$ cat src/rtl/div_if.sv
// Request/response bundle between the EX stage (master) and the sequential divider (slave).
interface div_if #(
   parameter int WIDTH = 32
);
   logic             flush;
   logic             req_valid;
   logic             req_ready;
   logic [2:0]       funct3;
   logic [WIDTH-1:0] rs1_data;
   logic [WIDTH-1:0] rs2_data;
   logic             resp_valid;
   logic             resp_ready;
   logic [WIDTH-1:0] div_out;

   modport master (
      output flush, req_valid, funct3, rs1_data, rs2_data, resp_ready,
      input  req_ready, resp_valid, div_out
   );

   modport slave (
      input  flush, req_valid, funct3, rs1_data, rs2_data, resp_ready,
      output req_ready, resp_valid, div_out
   );
endinterface

$ cat src/rtl/divider_seq.sv
// Multi-cycle radix-2 restoring divider for RV32M DIV/DIVU/REM/REMU, one quotient bit per cycle.
// Define DIV_EARLY_OUT_EN to let divide-by-zero and signed-overflow requests bypass CALC.
//   state | meaning
//   IDLE  | ready for a request
//   CALC  | iterating, one quotient bit per cycle
//   DONE  | result held until resp_ready
module divider_seq #(
   parameter int WIDTH = 32
) (
   input logic  clk,
   input logic  rst_n,
   div_if.slave div_s
);
   localparam int               CW      = $clog2(WIDTH);
   localparam logic [CW-1:0]    CNT_MAX = CW'(WIDTH - 1);
   localparam logic [WIDTH-1:0] MIN_NEG = {1'b1, {(WIDTH-1){1'b0}}};

   localparam logic [1:0] IDLE = 2'd0;
   localparam logic [1:0] CALC = 2'd1;
   localparam logic [1:0] DONE = 2'd2;

   logic [1:0]       state_q, state_d;
   logic [1:0]       f3_q, f3_d;
   logic [WIDTH-1:0] quo_q, quo_d;
   logic [WIDTH-1:0] rem_q, rem_d;
   logic [WIDTH-1:0] dvs_q, dvs_d;
   logic [WIDTH-1:0] rs1_q, rs1_d;
   logic [CW-1:0]    cnt_q, cnt_d;
   logic             q_neg_q, q_neg_d;
   logic             r_neg_q, r_neg_d;
   logic             div0_q, div0_d;
   logic             ovf_q, ovf_d;
   logic [WIDTH-1:0] div_out_q, div_out_d;
   logic             resp_valid_q, resp_valid_d;

   logic             is_signed;
   logic             req_div0;
   logic             req_ovf;
   logic [WIDTH-1:0] rs1_abs;
   logic [WIDTH-1:0] rs2_abs;
   logic [WIDTH:0]   rem_sh;
   logic [WIDTH:0]   trial;
   logic             ge;
   logic [WIDTH-1:0] rem_nx;
   logic [WIDTH-1:0] quo_nx;
   logic [WIDTH-1:0] res_quo;
   logic [WIDTH-1:0] res_rem;
   logic [WIDTH-1:0] result;

   // Remainder of a zero divide is the untouched dividend, so rs1 is kept raw alongside |rs1|.
   function automatic logic [WIDTH-1:0] special_res(input logic             is_rem,
                                                    input logic             div0,
                                                    input logic [WIDTH-1:0] dividend);
      if (div0) return is_rem ? dividend : {WIDTH{1'b1}};
      else      return is_rem ? {WIDTH{1'b0}} : MIN_NEG;
   endfunction

   assign is_signed = ~div_s.funct3[0];
   assign req_div0  = (div_s.rs2_data == '0);
   assign req_ovf   = is_signed && (div_s.rs1_data == MIN_NEG) && (div_s.rs2_data == '1);
   assign rs1_abs   = (is_signed && div_s.rs1_data[WIDTH-1]) ? -div_s.rs1_data : div_s.rs1_data;
   assign rs2_abs   = (is_signed && div_s.rs2_data[WIDTH-1]) ? -div_s.rs2_data : div_s.rs2_data;

   // Partial remainder stays below 2*divisor, so bit WIDTH of the trial is its sign.
   assign rem_sh  = {rem_q, quo_q[WIDTH-1]};
   assign trial   = rem_sh - {1'b0, dvs_q};
   assign ge      = ~trial[WIDTH];
   assign rem_nx  = ge ? trial[WIDTH-1:0] : rem_sh[WIDTH-1:0];
   assign quo_nx  = {quo_q[WIDTH-2:0], ge};
   assign res_quo = q_neg_q ? -quo_nx : quo_nx;
   assign res_rem = r_neg_q ? -rem_nx : rem_nx;

   always_comb begin
      result = f3_q[1] ? res_rem : res_quo;
      if (div0_q || ovf_q) result = special_res(f3_q[1], div0_q, rs1_q);
   end

   always_comb begin
      state_d      = state_q;
      f3_d         = f3_q;
      quo_d        = quo_q;
      rem_d        = rem_q;
      dvs_d        = dvs_q;
      rs1_d        = rs1_q;
      cnt_d        = cnt_q;
      q_neg_d      = q_neg_q;
      r_neg_d      = r_neg_q;
      div0_d       = div0_q;
      ovf_d        = ovf_q;
      div_out_d    = div_out_q;
      resp_valid_d = resp_valid_q;
      if (div_s.flush) begin
         state_d      = IDLE;
         resp_valid_d = 1'b0;
      end else begin
         case (state_q)
            IDLE: begin
               if (div_s.req_valid) begin
                  f3_d    = div_s.funct3[1:0];
                  quo_d   = rs1_abs;
                  rem_d   = '0;
                  dvs_d   = rs2_abs;
                  rs1_d   = div_s.rs1_data;
                  cnt_d   = CNT_MAX;
                  q_neg_d = is_signed & (div_s.rs1_data[WIDTH-1] ^ div_s.rs2_data[WIDTH-1]);
                  r_neg_d = is_signed & div_s.rs1_data[WIDTH-1];
                  div0_d  = req_div0;
                  ovf_d   = req_ovf;
                  state_d = CALC;
`ifdef DIV_EARLY_OUT_EN
                  if (req_div0 || req_ovf) begin
                     state_d      = DONE;
                     resp_valid_d = 1'b1;
                     div_out_d    = special_res(div_s.funct3[1], req_div0, div_s.rs1_data);
                  end
`endif
               end
            end
            CALC: begin
               quo_d = quo_nx;
               rem_d = rem_nx;
               cnt_d = cnt_q - 1'b1;
               if (cnt_q == '0) begin
                  state_d      = DONE;
                  resp_valid_d = 1'b1;
                  div_out_d    = result;
               end
            end
            DONE: begin
               if (div_s.resp_ready) begin
                  state_d      = IDLE;
                  resp_valid_d = 1'b0;
               end
            end
            default: begin
               state_d      = IDLE;
               resp_valid_d = 1'b0;
            end
         endcase
      end
   end

   always_ff @(posedge clk or negedge rst_n) begin
      if (!rst_n) begin
         state_q      <= IDLE;
         f3_q         <= '0;
         quo_q        <= '0;
         rem_q        <= '0;
         dvs_q        <= '0;
         rs1_q        <= '0;
         cnt_q        <= '0;
         q_neg_q      <= 1'b0;
         r_neg_q      <= 1'b0;
         div0_q       <= 1'b0;
         ovf_q        <= 1'b0;
         div_out_q    <= '0;
         resp_valid_q <= 1'b0;
      end else begin
         state_q      <= state_d;
         f3_q         <= f3_d;
         quo_q        <= quo_d;
         rem_q        <= rem_d;
         dvs_q        <= dvs_d;
         rs1_q        <= rs1_d;
         cnt_q        <= cnt_d;
         q_neg_q      <= q_neg_d;
         r_neg_q      <= r_neg_d;
         div0_q       <= div0_d;
         ovf_q        <= ovf_d;
         div_out_q    <= div_out_d;
         resp_valid_q <= resp_valid_d;
      end
   end

   assign div_s.req_ready  = (state_q == IDLE);
   assign div_s.resp_valid = resp_valid_q;
   assign div_s.div_out    = div_out_q;
endmodule

$ cat src/flat_wrapper.sv
// flat-port wrapper written by rule: the top's interface ports become plain ports
module divider_seq_flat 
#(
   parameter int WIDTH = 32
)
  (clk, rst_n, div_s_flush, div_s_req_valid, div_s_funct3, div_s_rs1_data, div_s_rs2_data, div_s_resp_ready, div_s_req_ready, div_s_resp_valid, div_s_div_out);
  div_if #(.WIDTH(WIDTH)) div_s_i ();
  input logic clk;
  input logic rst_n;
  input wire logic [$bits(div_s_i.flush)-1:0] div_s_flush;
  input wire logic [$bits(div_s_i.req_valid)-1:0] div_s_req_valid;
  input wire logic [$bits(div_s_i.funct3)-1:0] div_s_funct3;
  input wire logic [$bits(div_s_i.rs1_data)-1:0] div_s_rs1_data;
  input wire logic [$bits(div_s_i.rs2_data)-1:0] div_s_rs2_data;
  input wire logic [$bits(div_s_i.resp_ready)-1:0] div_s_resp_ready;
  output wire logic [$bits(div_s_i.req_ready)-1:0] div_s_req_ready;
  output wire logic [$bits(div_s_i.resp_valid)-1:0] div_s_resp_valid;
  output wire logic [$bits(div_s_i.div_out)-1:0] div_s_div_out;
  assign div_s_i.flush = div_s_flush;
  assign div_s_i.req_valid = div_s_req_valid;
  assign div_s_i.funct3 = div_s_funct3;
  assign div_s_i.rs1_data = div_s_rs1_data;
  assign div_s_i.rs2_data = div_s_rs2_data;
  assign div_s_i.resp_ready = div_s_resp_ready;
  assign div_s_req_ready = div_s_i.req_ready;
  assign div_s_resp_valid = div_s_i.resp_valid;
  assign div_s_div_out = div_s_i.div_out;
  divider_seq #(.WIDTH(WIDTH)) u_core (.clk(clk), .rst_n(rst_n), .div_s(div_s_i));
endmodule
$ cat config.mk
export PLATFORM = sky130hd
export DESIGN_NAME = divider_seq_flat
export DESIGN_NICKNAME = d
export VERILOG_FILES = /design/src/rtl/div_if.sv /design/src/rtl/divider_seq.sv /design/src/flat_wrapper.sv
export SDC_FILE = /design/constraint.sdc
export NUM_CORES = 1
export LEC_CHECK = 0
export CELL_PAD_IN_SITES_DETAIL_PLACEMENT = 1
export CELL_PAD_IN_SITES_GLOBAL_PLACEMENT = 1
export CORE_ASPECT_RATIO = 2
export CORE_MARGIN = 2
export CORE_UTILIZATION = 44
export CTS_CLUSTER_DIAMETER = 150
export DETAILED_ROUTE_END_ITERATION = 12
export PLACE_DENSITY = 0.86
export RECOVER_POWER = 50
export SLEW_MARGIN = 20
export SYNTH_ARGS = -nofsm -noshare
export SYNTH_HDL_FRONTEND = slang
export SYNTH_SLANG_ARGS = --single-unit
$ cat constraint.sdc
create_clock -name clk -period 6.3 [get_ports clk]
set_input_delay 1.89 -clock clk [delete_from_list [all_inputs] [get_ports clk]]
set_output_delay 1.89 -clock clk [all_outputs]
set_load 0.005 [all_outputs]
======== After elaboration in Yosys (flattened, before gate mapping) ========
Index checks and enable logic that the tools add are counted.
cells by class
  bitwise operators ....................... 6
  eq/ne operators ......................... 9
  reductions and logical operators ........ 14
  multiplexer cells ....................... 25
  $add $sub $neg .......................... 6
operators by type and width
  kind                  count
  $mux 32               12
  $neg 32->32           4
  $pmux 32 s2           2
  $eq 32x32->1 const B  2
  $sub 33x32->33        1
  $logic_not 32->1      1
  $reduce_and 3->1      5
  $pmux 5 s2            1
  $mux 2                4
  $ne 3x3->1 const B    2
  $pmux 2 s3            1
  $logic_not 5->1       1
  $mux 5                1
  $sub 5x1->5 const B   1
  $logic_and 1x1->1     4
  $ne 2x2->1 const B    2
  $mux 1                3
  $ne 3x2->1 const B    1
  $not 1->1             3
  $pmux 1 s3            1
  $and 1x1->1           2
  $eq 2x1->1 const B    1
  $eq 2x2->1 const B    1
  $logic_not 2->1       1
  other kinds (3)       3
word-level totals
  register bits after elaboration ......... 174
  output and inout bits ................... 34
  logic and storage cells ................. 73

======== Logic depth before layout (Yosys ltp) ========
Gate-level depths: netlist of run 1.
  depth in word-level cells ............... 6
  mapped depth ............................ 24
  depth with buffers taken out ............ 21

======== Least setup slack after synthesis of run 1 ========
Ideal clock, no wire load.
  path kind ............................... flip-flop to flip-flop
  start point ............................. register u_core.rem_q[22]
  end point ............................... register u_core.div_out_q[26] (netlist: u_core.div_s.div_out[26])
  cell stages (with the launch flop) ...... 24
  data arrival time ....................... 4,581 ps
  required time ........................... 6,177 ps
  slack ................................... 1,596 ps
  cells stage by stage .................... dfrtp_1 -> ha_1 -> buf_2 -> a21oi_1 -> o21ai_0 -> a211oi_1 -> nand2_1 -> a311oi_4 -> nor2_8 -> inv_2 -> buf_4 -> buf_2 -> buf_2 -> ha_1 -> nand2b_1 -> or3_1 -> or3_1 -> or2_1 -> o21ai_0 -> xnor2_1 -> a21oi_1 -> o21ai_0 -> a211oi_1 -> nor2_1
between the ends
  word-level cells in the longest chain between the ends .. 6
  elaborated cells on any way between the ends .. 9
  classes of those cells .................. 3 x add/sub; 5 x mux; 1 x bitwise
RTL lines
  item                                   line                                  text
  start, declared                        divider_seq.sv:25                     logic [WIDTH-1:0] rem_q, rem_d;
  start signal, assigned                 divider_seq.sv:162                    rem_q <= rem_d;
  $sub 33x32->33                         divider_seq.sv:66                     assign trial = rem_sh - {1'b0, dvs_q};
  $mux 32 or $not 1->1 (tied branches)   divider_seq.sv:68, divider_seq.sv:67
  $neg 32->32, on equally long branches  divider_seq.sv:71, divider_seq.sv:70
  $mux 32, on equally long branches      divider_seq.sv:71, divider_seq.sv:70
  $mux 32 (*)                            divider_seq.sv:74                     result = f3_q[1] ? res_rem : res_quo;
  $mux 32 (*)                            divider_seq.sv:75                     if (div0_q || ovf_q) result = special_res(f3_q[1], div0_q, rs1_q);
  end signal, assigned                   divider_seq.sv:170                    div_out_q <= div_out_d;
  end, declared                          divider_seq.sv:33                     logic [WIDTH-1:0] div_out_q, div_out_d;
Every way passes the cells marked *; elsewhere a longest branch is shown, timed or not.
A chain may end at the register's enable or synchronous reset.

======== Worst setup path in the final report of run 1 ========
  start point ............................. input div_s_flush
  end point ............................... register u_core.quo_q[0]
between the ends
  word-level cells in the longest chain between the ends .. 2
RTL lines
  item                        line                text
  start, declared             flat_wrapper.sv:10  input wire logic [$bits(div_s_i.flush)-1:0] div_s_flush;
  $not 1->1 (no line)         --
  $reduce_and 3->1 (no line)  --
  end signal, assigned        divider_seq.sv:161  quo_q <= quo_d;
  end, declared               divider_seq.sv:24   logic [WIDTH-1:0] quo_q, quo_d;
No other way between the ends.

==> impl_metrics.py, run 1 <==
metrics = {
    "synth": {
        "syn_nets": 1777,
        "yosys_warnings": 0,
        "seq_area_frac_synth": 0.337,
        "synth.cell_area_mm2": 0.0128,
        "synth_cell_types": 86,
        "ys_ff_latch": 173,
        "synth_ff_type": "dfrtp_1",
        "async_flop_share": 1.00,
        "synth_cells": 1665,
        "synth-edff-count": 0,
        "syn_avg_cell_area_um2": 7.72,
    },
    "place": {
        "globalplace.congestion": 0.959,
        "portBuffers": 104,
        "numPlacedInstances": 2060,
        "hpwl_mm": 37.5,
        "post-place-ws_ns": 0.920,
    },
    "layout": {
        "area_delta_synth_final_pct": 14.7,
        "finalNonFillerCells": 2090,
        "antennaDiodeCount": 0,
        "final_nets": 1831,
        "drive_gt1_frac": 0.0480,
    },
    "sta": {
        "finalSetupViolations": 0,
        "tightest_slew_ns": 4.03,
        "timing.final.ws_setup_ns": 0.730,
        "drv_slew": 218,
        "rsz0062_at_grt": "false",
        "fin_crit_sh": 0.884,
        "relSlewSlack": -1.69,
        "timing.fmax_mhz": 180,
        "fin_skew_ns": 0.00928,
        "period_minus_slack_ns": 5.57,
        "worst_hold_slack_ns": 0.473,
        "tns_ns": 0,
        "final_hold_viol_count": 0,
    },
    "cts": {
        "cts_tree": "done",
        "ctsHtreeMaxLevel": 4,
        "cts_made_buffers": 17,
        "clk_pin_slew_ns": 0.07,
        "cts-root-buf": "clkbuf_16",
        "clk_path_buf_depth": 2,
        "cts_resized": 0,
        "clock_latency_ns": 0.46,
        "cts_hold_buf": 0,
        "clock_sinks": 173,
        "post_cts_buffers": 0,
    },
    "route": {
        "wirelength_mm": 49.1,
        "vias": 13100,
        "detail_route.first_pass.iterations": 5,
        "first_iter_violations": 764,
        "ant_nets": 0,
        "drc": 0,
        "via_per_inst": 6.27,
        "wl_per_cell_um": 23.5,
    },
    "power": {
        "p_leak_nw": 6.22,
        "p_per_area_mw_per_mm2": 517,
        "peakVddDrop_mv": 0.360,
        "power_mw": 7.62,
    },
    "worst_setup_path": {
        "cp_cell_sequence": "dlygate4sd3_1 -> nor4b_2 -> clkbuf_1 -> nor2_4 -> buf_4 -> a211oi_1 -> a21oi_1",
        "endpoint_kind": "register",
        "cp_max_fo": 59,
        "path_class": "primary input to register",
        "cp_num_buf_inv": 3,
        "max_stage_delay_ns": 1.69,
        "worst_ep_required_time_ns": 6.62,
        "cp_slowest_cell": "clkbuf_1",
        "reg2reg_setup_slack_ns": 0.82,
        "cpLargestDelayFamily": "buffers and inverters",
        "worstPathArrival_ns": 5.89,
        "start_kind": "primary input",
    },
    "global_routing": {
        "grt_remaining_overflow": 0,
        "antenna_found_initial": 0,
        "grt_pass1_vias": 13800,
        "grt_pass1_wl_mm": 76.2,
        "grt_max_degree": 174,
        "gr-usage-all-layers": 0.320,
    },
    "floorplanning": {
        "initial_core_util": 0.445,
        "ios": 106,
        "rows": 88,
        "die_y_um": 246,
        "die-area_mm2": 0.0307,
        "core_mm2": 0.0288,
        "die_w_um": 125,
    },
    "status": {
        "violations": "capacitance limit, slew limit",
        "status": "finished with violations",
    },
    "flow_run": {
        "drv_cap": 2,
    },
    "hold_path": {
        "min_path_type": "register to register",
    },
}
[cells in the mapped netlist, types with 5 or more instances]
cell | count | area, um^2
nand2_1 | 304 | 1140
o21ai_0 | 194 | 971
dfrtp_1 | 173 | 4330
a21oi_1 | 154 | 771
nor2_1 | 115 | 432
xnor2_1 | 75 | 657
clkbuf_1 | 70 | 263
inv_1 | 60 | 225
xor2_1 | 58 | 508
ha_1 | 39 | 488
nor3_1 | 37 | 185
a31oi_1 | 23 | 144
mux2i_1 | 21 | 210
o31ai_1 | 21 | 158
nand3_1 | 19 | 95.1
nand4_1 | 19 | 119
or3_1 | 18 | 113
buf_2 | 15 | 75.1
a211oi_1 | 14 | 105
nor4_1 | 14 | 87.6
o41ai_1 | 14 | 123
and2_1 | 13 | 81.3
nand2b_1 | 13 | 81.3
o211ai_1 | 13 | 97.6
o21a_1 | 12 | 90.1
or4_1 | 12 | 90.1
nor3b_1 | 10 | 75.1
o22ai_1 | 8 | 50.1
a21o_1 | 7 | 52.6
and3_1 | 7 | 43.8
buf_1 | 7 | 26.3
or2_2 | 7 | 43.8
a22o_1 | 6 | 52.6
nor2b_1 | 6 | 37.5
a21boi_0 | 5 | 37.5
a22oi_1 | 5 | 37.5
nor4b_1 | 5 | 43.8
[routing by layer]
metal,up-vias,track usage,part of all wire
met5,-,0,0
met4,0,0.286,0.10
met3,181,0.0407,0.031
met2,392,0.590,0.53
met1,6536,0.305,0.34
li1,6004,-,-
[power by group]
| part | switching (mW) | leakage (nW) | total [mW] | internal, mW |
|---|---|---|---|---|
| sequential | 0.305 | 2.22 | 1.67 | 1.36 |
| combinational | 3.14 | 3.72 | 4.87 | 1.73 |
| clock | 0.465 | 0.278 | 1.09 | 0.620 |
| total | 3.91 | 6.22 | 7.62 | 3.72 |
[registers in the layout (all words and copies together), names as in the netlist]
signal                   flops
u_core.rem_q                32
u_core.cnt_q                 5
u_core.r_neg_q               1
u_core.rs1_q                32
u_core.state_q               2
u_core.ovf_q                 1
u_core.quo_q                32
u_core.f3_q                  1
u_core.div0_q                1
u_core.dvs_q                32
u_core.div_s.resp_valid      1
u_core.div_s.div_out        32
u_core.q_neg_q               1
[cells in the final DEF (no fill, tap or decap), drive strengths merged, types with 7 or more instances in the layout]
master         instances
a22o                   7
a21o                   8
a211oi                14
nor3b                 10
o21a                  12
a21oi                154
nor3                  37
o21ai                198
clkdlybuf4s50         88
nand3                 19
nor2b                  7
clkbuf                25
nand4                 20
o41ai                 15
ha                    39
buf                   24
a31oi                 23
and3                   7
nor2                 117
xor2                  58
xnor2                 75
nand2                304
and2                  13
inv                   61
or2                   10
dfrtp                173
nor4                  15
o31ai                 21
o211ai                13
o22ai                  8
mux2i                 21
or4                   13
dlygate4sd3           15
nand2b                13
or3                   18
[worst register-to-register path: cells and delay by family, from the launching register on]
kind                       cells  cell delay, ns
xor gates and xnor gates       1            0.17
adders and majority gates      3            1.04
DFF                            1            0.49
and+or+nand+nor                5            1.04
AOI/OAI and AO/OA              8            2.16
buffers and inverters          2            0.46
[through the flow]
step / util / area, um^2
detailed placement: 0.492 / 14200
floorplan: - / 12800
global route: 0.511 / 14700
finish: 0.511 / 14700
CTS: 0.512 / 14800
global placement: 0.492 / 14200
[path summary, 6_finish.rpt]
check                                 from                       end  depth (start not counted)
max                            div_s_flush           u_core.quo_q[0]                          7
min                        u_core.rs1_q[2]           u_core.rs1_q[2]                          2
max reg2reg                u_core.dvs_q[0]  u_core.div_s.div_out[30]                         19
min reg2reg                u_core.rs1_q[2]           u_core.rs1_q[2]                          2
max in group asynchronous            rst_n           u_core.rem_q[6]                          2
min in group asynchronous            rst_n   u_core.div_s.resp_valid                          2
[cell type report]
type                    count  area [um^2]
multi-input cells        1337         7940
clock buffers              24          492
clock inverters             6         85.1
fillers                  3613        14100
well taps                 360          450
inverters                  62          233
flip-flops and latches    173         4330
repair buffers            128         1220
[cell families after synthesis]
group,after synthesis,synth area share
xor+xnor,133,0.0907
buf+inv,155,0.0470
fa+ha+maj,40,0.0395
flops,173,0.337
compound gates,528,0.249
simple gates,614,0.219
mux,22,0.0172
No activity file was read; power rests on OpenSTA's default activity.
==> inputs of run 2 (changes only) <==
--- a/config.mk
+++ b/config.mk
@@ -12,8 +12,10 @@
 export CORE_UTILIZATION = 44
 export CTS_CLUSTER_DIAMETER = 150
 export DETAILED_ROUTE_END_ITERATION = 12
+export HOLD_SLACK_MARGIN = 0.05
 export PLACE_DENSITY = 0.86
 export RECOVER_POWER = 50
+export SETUP_SLACK_MARGIN = 0.02
 export SLEW_MARGIN = 20
 export SYNTH_ARGS = -nofsm -noshare
 export SYNTH_HDL_FRONTEND = slang
==> results of run 2 <==
Final layout, timing and power as in run 1 (identical DEF).
